### src/rtl/alu_pkg.sv
// Shared ALU definitions: opcode encoding and the writeback entry layout
// used by the writeback FIFO and downstream status logic.
package alu_pkg;

    localparam int OP_W   = 3;
    localparam int DATA_W = 8;

    typedef enum logic [OP_W-1:0] {
        ADD  = 3'b000,
        SUB  = 3'b001,
        SHL  = 3'b010,
        SHR  = 3'b011,
        AND  = 3'b100,
        OR   = 3'b101,
        XOR  = 3'b110,
        NOTA = 3'b111
    } alu_op_e;

    // Flags travel with the result so the consumer never recomputes them.
    typedef struct packed {
        alu_op_e             op;
        logic [DATA_W-1:0]   result;
        logic                zero;
        logic                neg;
    } wb_entry_t;

endpackage

### src/rtl/alu_writeback_fifo_if.sv
// Producer/consumer bundle for the ALU writeback FIFO; master is the
// ALU-plus-consumer side, slave is the FIFO itself.
interface alu_writeback_fifo_if #(
    parameter int DEPTH  = 8,
    parameter int DATA_W = 8,
    parameter int OP_W   = 3
);
    localparam int CNT_W = $clog2(DEPTH + 1);

    // Valid/ready: a transfer happens on a rising clock edge where both
    // valid and ready are high; a source holding valid may not be forced
    // to wait on a combinational path from its own valid to ready.
    logic              in_valid;
    logic [OP_W-1:0]   in_op;
    logic [DATA_W-1:0] in_result;
    logic              in_ready;

    logic              out_valid;
    logic              out_ready;
    logic [OP_W-1:0]   out_op;
    logic [DATA_W-1:0] out_result;
    logic              out_zero;
    logic              out_neg;

    logic [CNT_W-1:0]  count;
    logic              overflow;
    logic [DATA_W-1:0] last_result;

    modport master (
        output in_valid, in_op, in_result, out_ready,
        input  in_ready, out_valid, out_op, out_result, out_zero, out_neg,
        input  count, overflow, last_result
    );

    modport slave (
        input  in_valid, in_op, in_result, out_ready,
        output in_ready, out_valid, out_op, out_result, out_zero, out_neg,
        output count, overflow, last_result
    );

endinterface

### src/rtl/wb_flags.sv
// Combinational zero/negative flag generator for an ALU result.
module wb_flags
    import alu_pkg::*;
#(
    parameter int W = DATA_W
) (
    input  logic [W-1:0] result,
    output logic         zero,
    output logic         neg
);

    assign zero = (result == '0);
    assign neg  = result[W-1];

endmodule

### src/rtl/alu_writeback_fifo.sv
// ALU writeback stage: captures {op, result, flags} into a DEPTH-entry FIFO
// and tracks the most recently accepted result.
module alu_writeback_fifo
    import alu_pkg::*;
#(
    parameter int DEPTH = 8
) (
    input  logic                clock,
    input  logic                reset,
    alu_writeback_fifo_if.slave bus
);

    localparam int PTR_W = $clog2(DEPTH);
    localparam int CNT_W = $clog2(DEPTH + 1);

    logic [PTR_W-1:0]  wr_ptr;
    logic [PTR_W-1:0]  rd_ptr;
    logic [CNT_W-1:0]  count_q;
    logic              overflow_q;
    logic [DATA_W-1:0] last_q;

    wb_entry_t mem [DEPTH];
    wb_entry_t new_entry;
    wb_entry_t head;

    logic full;
    logic empty;
    logic push;
    logic pop;
    logic in_zero;
    logic in_neg;

    // Full/empty come from the occupancy count so pointers can wrap freely.
    assign full  = (count_q == CNT_W'(DEPTH));
    assign empty = (count_q == '0);
    assign push  = bus.in_valid & ~full;
    assign pop   = bus.out_ready & ~empty;

    wb_flags #(.W(DATA_W)) u_flags (
        .result (bus.in_result),
        .zero   (in_zero),
        .neg    (in_neg)
    );

    always_comb begin
        new_entry        = '0;
        new_entry.op     = alu_op_e'(bus.in_op);
        new_entry.result = bus.in_result;
        new_entry.zero   = in_zero;
        new_entry.neg    = in_neg;
    end

    always_ff @(posedge clock or posedge reset) begin
        if (reset) begin
            wr_ptr     <= '0;
            rd_ptr     <= '0;
            count_q    <= '0;
            overflow_q <= 1'b0;
            last_q     <= '0;
        end else begin
            if (push) begin
                wr_ptr <= wr_ptr + 1'b1;
                last_q <= bus.in_result;
            end
            if (pop) begin
                rd_ptr <= rd_ptr + 1'b1;
            end
            case ({push, pop})
                2'b10:   count_q <= count_q + 1'b1;
                2'b01:   count_q <= count_q - 1'b1;
                default: count_q <= count_q;
            endcase
            if (bus.in_valid & full) begin
                overflow_q <= 1'b1;
            end
        end
    end

    // Storage is left unreset; validity is tracked entirely by count.
    always_ff @(posedge clock) begin
        if (push) begin
            mem[wr_ptr] <= new_entry;
        end
    end

    assign head = mem[rd_ptr];

    assign bus.in_ready    = ~full;
    assign bus.out_valid   = ~empty;
    assign bus.out_op      = empty ? '0 : head.op;
    assign bus.out_result  = empty ? '0 : head.result;
    assign bus.out_zero    = ~empty & head.zero;
    assign bus.out_neg     = ~empty & head.neg;
    assign bus.count       = count_q;
    assign bus.overflow    = overflow_q;
    assign bus.last_result = last_q;

endmodule

### src/flat_wrapper.sv
// flat-port wrapper written by rule: the top's interface ports become plain ports
module alu_writeback_fifo_flat import alu_pkg::*;
#(
    parameter int DEPTH = 8
)
  (clock, reset, bus_in_valid, bus_in_op, bus_in_result, bus_out_ready, bus_in_ready, bus_out_valid, bus_out_op, bus_out_result, bus_out_zero, bus_out_neg, bus_count, bus_overflow, bus_last_result);
  alu_writeback_fifo_if #(.DEPTH(DEPTH), .DATA_W(8), .OP_W(3)) bus_i ();
  input  logic clock;
  input  logic reset;
  input wire logic [$bits(bus_i.in_valid)-1:0] bus_in_valid;
  input wire logic [$bits(bus_i.in_op)-1:0] bus_in_op;
  input wire logic [$bits(bus_i.in_result)-1:0] bus_in_result;
  input wire logic [$bits(bus_i.out_ready)-1:0] bus_out_ready;
  output wire logic [$bits(bus_i.in_ready)-1:0] bus_in_ready;
  output wire logic [$bits(bus_i.out_valid)-1:0] bus_out_valid;
  output wire logic [$bits(bus_i.out_op)-1:0] bus_out_op;
  output wire logic [$bits(bus_i.out_result)-1:0] bus_out_result;
  output wire logic [$bits(bus_i.out_zero)-1:0] bus_out_zero;
  output wire logic [$bits(bus_i.out_neg)-1:0] bus_out_neg;
  output wire logic [$bits(bus_i.count)-1:0] bus_count;
  output wire logic [$bits(bus_i.overflow)-1:0] bus_overflow;
  output wire logic [$bits(bus_i.last_result)-1:0] bus_last_result;
  assign bus_i.in_valid = bus_in_valid;
  assign bus_i.in_op = bus_in_op;
  assign bus_i.in_result = bus_in_result;
  assign bus_i.out_ready = bus_out_ready;
  assign bus_in_ready = bus_i.in_ready;
  assign bus_out_valid = bus_i.out_valid;
  assign bus_out_op = bus_i.out_op;
  assign bus_out_result = bus_i.out_result;
  assign bus_out_zero = bus_i.out_zero;
  assign bus_out_neg = bus_i.out_neg;
  assign bus_count = bus_i.count;
  assign bus_overflow = bus_i.overflow;
  assign bus_last_result = bus_i.last_result;
  alu_writeback_fifo #(.DEPTH(DEPTH)) u_core (.clock(clock), .reset(reset), .bus(bus_i));
endmodule
### config.mk
export PLATFORM = sky130hd
export DESIGN_NAME = alu_writeback_fifo_flat
export DESIGN_NICKNAME = d
export VERILOG_FILES = /design/src/rtl/alu_pkg.sv /design/src/rtl/alu_writeback_fifo_if.sv /design/src/rtl/wb_flags.sv /design/src/rtl/alu_writeback_fifo.sv /design/src/flat_wrapper.sv
export SDC_FILE = /design/constraint.sdc
export NUM_CORES = 1
export LEC_CHECK = 0
export BUFFER_PORTS_ARGS = -buffer_cell sky130_fd_sc_hd__buf_4
export CELL_PAD_IN_SITES_DETAIL_PLACEMENT = 0
export CELL_PAD_IN_SITES_GLOBAL_PLACEMENT = 2
export CORE_MARGIN = 2
export CORE_UTILIZATION = 25
export CTS_CLUSTER_DIAMETER = 200
export DETAILED_ROUTE_END_ITERATION = 12
export PLACE_DENSITY = 0.51
export SYNTH_ARGS = -nofsm -noshare
export SYNTH_HDL_FRONTEND = slang
export SYNTH_SLANG_ARGS = --single-unit
### constraint.sdc
create_clock -name clock -period 4.7 [get_ports clock]
set_clock_uncertainty 0.2 [all_clocks]
set_input_delay 1.175 -clock clock [delete_from_list [all_inputs] [get_ports clock]]
set_output_delay 1.175 -clock clock [all_outputs]
set_load 0.05 [all_outputs]
==> flow_metrics.py <==
metrics = {
    "run_status": {
        "status": "complete, no violations",
    },
    "floorplanning": {
        "dieArea_um2": 19700,
        "ios": 43,
        "fp.coreArea_um2": 18100,
        "num_rows": 49,
        "die_x_um": 140,
        "dieHeight_um": 140,
        "floorplan.initialDensity_pct": 25.7,
    },
    "synthesis": {
        "syn_nets": 250,
        "async_flop_share_pct": 16.5,
        "synth_area_um2": 4640,
        "synthXorXnorAreaFrac_pct": 1.32,
        "avgSynthCellArea_um2": 20.2,
        "synthMuxAreaShare_pct": 14.8,
        "synth_top_family_by_area": "multiplexers",
        "yosys-top-cells-area": "edfxtp_1 (62%), mux4_2 (12%), dfrtp_1 (10%)",
        "synth-edff-count": 96,
        "synthAdderAreaFrac_pct": 1.35,
        "synthSimpleGateAreaFrac_pct": 4.09,
        "ys_types": 40,
        "ys.flop_type": "edfxtp_1",
        "yosysTopAreaCellShare_pct": 62.1,
        "syn-instance-count": 230,
        "ys_seq_area_share_pct": 72.3,
        "yosysTopAreaCell": "edfxtp_1",
        "synth_compound_area_share_pct": 3.48,
        "ys_seq_elements": 115,
        "yosysWarnings": 0,
    },
    "timing": {
        "fmax_ghz": 0.262,
        "finalSetupViolCount": 0,
        "period_share_pct": 81.3,
        "slew_headroom_pct": 38.1,
        "final_max_slew_viol_count": 0,
        "hold_viol_final": 0,
        "fin_crit_ps": 3820,
        "worst_pin_slew_ps": 928,
        "tns_ps": 0,
        "rsz0062_at_grt": "no",
    },
    "routing": {
        "dr.pass1.iters": 4,
        "via_count": 2327,
        "drt_iter0_markers": 138,
        "via_per_inst": 4.41,
        "wl_um": 10000,
        "wl_per_cell_um": 19.0,
        "drc": 0,
        "ant_nets": 0,
    },
    "setup_path": {
        "max_stage_delay_ps": 780,
        "cp.required_ps": 3320,
        "r2r_slack_ps": 1420,
        "cp_max_fo": 16,
        "reg2reg_depth": 6,
        "r2r_end": "u_core.bus.count[3]",
        "cp_cell_sequence": "buf_12 > mux4_2 > a22o_2 > buf_4",
        "crit_type": "flip-flop to output pin",
        "arrival_ps": 2450,
        "crit_path_start_kind": "flip-flop",
        "critPathCaptureType": "output pin",
        "r2r-start": "u_core.bus.count[1]",
        "crit_buf_inv": 2,
        "cp_slowest_cell": "dfrtp_1",
        "cp_top_family": "flip-flops",
    },
    "min_path": {
        "min_path_cells": 1,
        "hold_path.class": "flip-flop to flip-flop",
        "hold_start": "u_core.bus.overflow",
        "hold_end": "u_core.bus.overflow",
    },
    "clocking": {
        "cts_made_buffers": 17,
        "cts.clk_slew.worst_paths_ps": 50,
        "cts_root_buffer": "clkbuf_16",
        "clock_path_buffers": 2,
        "cts.sinks": 115,
        "clk-insertion-delay-late_ps": 410,
        "cts_tree": "done",
        "cts_hold_buf": 0,
        "htree_levels": 4,
        "postCtsSetupRepairBufs": 0,
        "cts_resized": 0,
    },
    "layout": {
        "area_growth_pct": 25.9,
        "n_antenna_cell": 0,
        "final_core_util_pct": 32.3,
        "finalInstanceArea_um2": 5850,
        "multi_input_area_um2": 1190,
        "final_layout_size_suffix_gt1_share_pct": 43.1,
        "nets": 306,
        "seq_area_um2": 3360,
        "n_fill_cell": 1724,
    },
    "global_routing": {
        "grt_antenna_before_repair": 0,
        "grt_pass1_vias": 2483,
        "grt_max_degree": 20,
        "track_usage_pct": 10.9,
        "met3_usage_pct": 3.15,
        "grt_use_met1_pct": 13.4,
        "use_met2_pct": 17.6,
        "grt_pass1_wl_um": 15200,
        "grt_overflow_total": 0,
        "busiest_layer": "met2",
    },
    "placed_design": {
        "globalplace.congestion": 0.677,
        "io_buffers": 42,
        "place_hpwl_um": 5960,
        "dpl-instance-area_um2": 5250,
    },
    "power_and_ir_drop": {
        "vdd_drop_max_v": 0.000305,
        "p_per_area_nw_per_um2": 739,
        "p_leak_nw": 2.07,
    },
    "flow_run": {
        "cap_violations": 0,
    },
}
-- worst max path at each step --
stage                                   start           endpoint  slack [ps]  cells after the start
after floorplan           u_core.bus.count[1]  bus_out_result[7]        1150                      6
after global placement       u_core.rd_ptr[0]  bus_out_result[7]        1250                      4
after detailed placement     u_core.rd_ptr[0]  bus_out_result[7]        1260                      4
after CTS                    u_core.rd_ptr[0]  bus_out_result[7]         810                      4
after global routing         u_core.rd_ptr[0]  bus_out_result[7]         720                      4
final                        u_core.rd_ptr[0]  bus_out_result[7]         880                      4
-- metal layers --
| layer | part of all wire, % | wire (um) | up-vias |
|---|---|---|---|
| met4 | 2.0 | 204 | 0 |
| li1 | - | - | 1049 |
| met2 | 51 | 5110 | 51 |
| met5 | 0 | 0 | - |
| met1 | 43 | 4310 | 1212 |
| met3 | 4.1 | 414 | 15 |
-- sequential cells by signal, summed over array words and instances, names as in the netlist --
register and count:
u_core.rd_ptr 3, u_core.wr_ptr 3, u_core.bus.overflow 1, u_core.bus.last_result 8, u_core.bus.count 4, u_core.mem 96
-- through the flow --
| stage | setup slack (ps) | hold WS, ps | instances | total power, mW |
|---|---|---|---|---|
| after CTS | 815 | 284 | 528 | 4.40 |
| after detailed placement | 1260 | 264 | 496 | 3.12 |
| after global placement | 1250 | 262 | 496 | 3.11 |
| after global routing | 716 | 299 | 528 | 4.53 |
| final | 880 | 282 | 528 | 4.32 |
| after floorplan | 1150 | 318 | 230 | 2.65 |
-- power by group --
| group | total (mW) | leakage (nW) | switching, mW | internal, mW |
|---|---|---|---|---|
| logic | 1.61 | 0.682 | 0.978 | 0.631 |
| registers | 1.45 | 1.10 | 0.152 | 1.30 |
| clock network | 1.26 | 0.282 | 0.426 | 0.834 |
-- synth_stat cells, types with 2 or more instances --
cell,number
buf_6,4
mux2_4,4
inv_1,5
edfxtp_1,96
nor2_1,5
dfrtp_1,19
nand2b_1,2
or4_1,3
a22o_1,10
nor3_1,4
mux4_2,24
ha_1,5
xnor2_1,6
nand3_1,3
buf_2,4
a22o_2,2
clkbuf_1,4
nand2_1,2
mux2_2,7
-- layout make-up --
class | count | share of cell area (%)
Clock buffer | 24 | 8.41
Clock inverter | 8 | 1.73
Inverter | 5 | 0.321
Multi-Input combinational cell | 96 | 20.4
Sequential cell | 115 | 57.4
Tap cell | 229 | 4.90
Timing Repair Buffer | 51 | 6.76
-- cell families (layout without fill, tap and decap cells) --
kind of cell    Yosys count  after routing
compound gates           19             19
xor+xnor                  7              7
fa+ha+maj                 5              5
buf+inv                  19             88
flops                   115            115
mux                      36             36
simple gates             29             29
-- layout by cell type, fill, tap and decap left out, types with 2 or more instances in the layout --
| cell type | count |
|---|---|
| a22o_1 | 10 |
| a22o_2 | 2 |
| buf_4 | 50 |
| bufinv_16 | 2 |
| clkbuf_1 | 3 |
| clkbuf_16 | 17 |
| clkbuf_8 | 4 |
| clkinv_2 | 2 |
| clkinvlp_4 | 3 |
| dfrtp_1 | 19 |
| edfxtp_1 | 96 |
| ha_1 | 5 |
| inv_1 | 5 |
| mux2_2 | 7 |
| mux2_4 | 4 |
| mux4_2 | 24 |
| nand2_1 | 2 |
| nand2b_1 | 2 |
| nand3_1 | 3 |
| nor2_1 | 4 |
| nor3_2 | 4 |
| or4_1 | 3 |
| xnor2_1 | 6 |
-- worst reg2reg max path, cell delays in order, from the launching register on --
cell and delay [ps]:
dfrtp_1 480, or4b_1 700, nand2_4 310, ha_1 330, or3b_2 480, a2111oi_0 450, o221ai_1 190
Power figures use the tool's default switching activity.
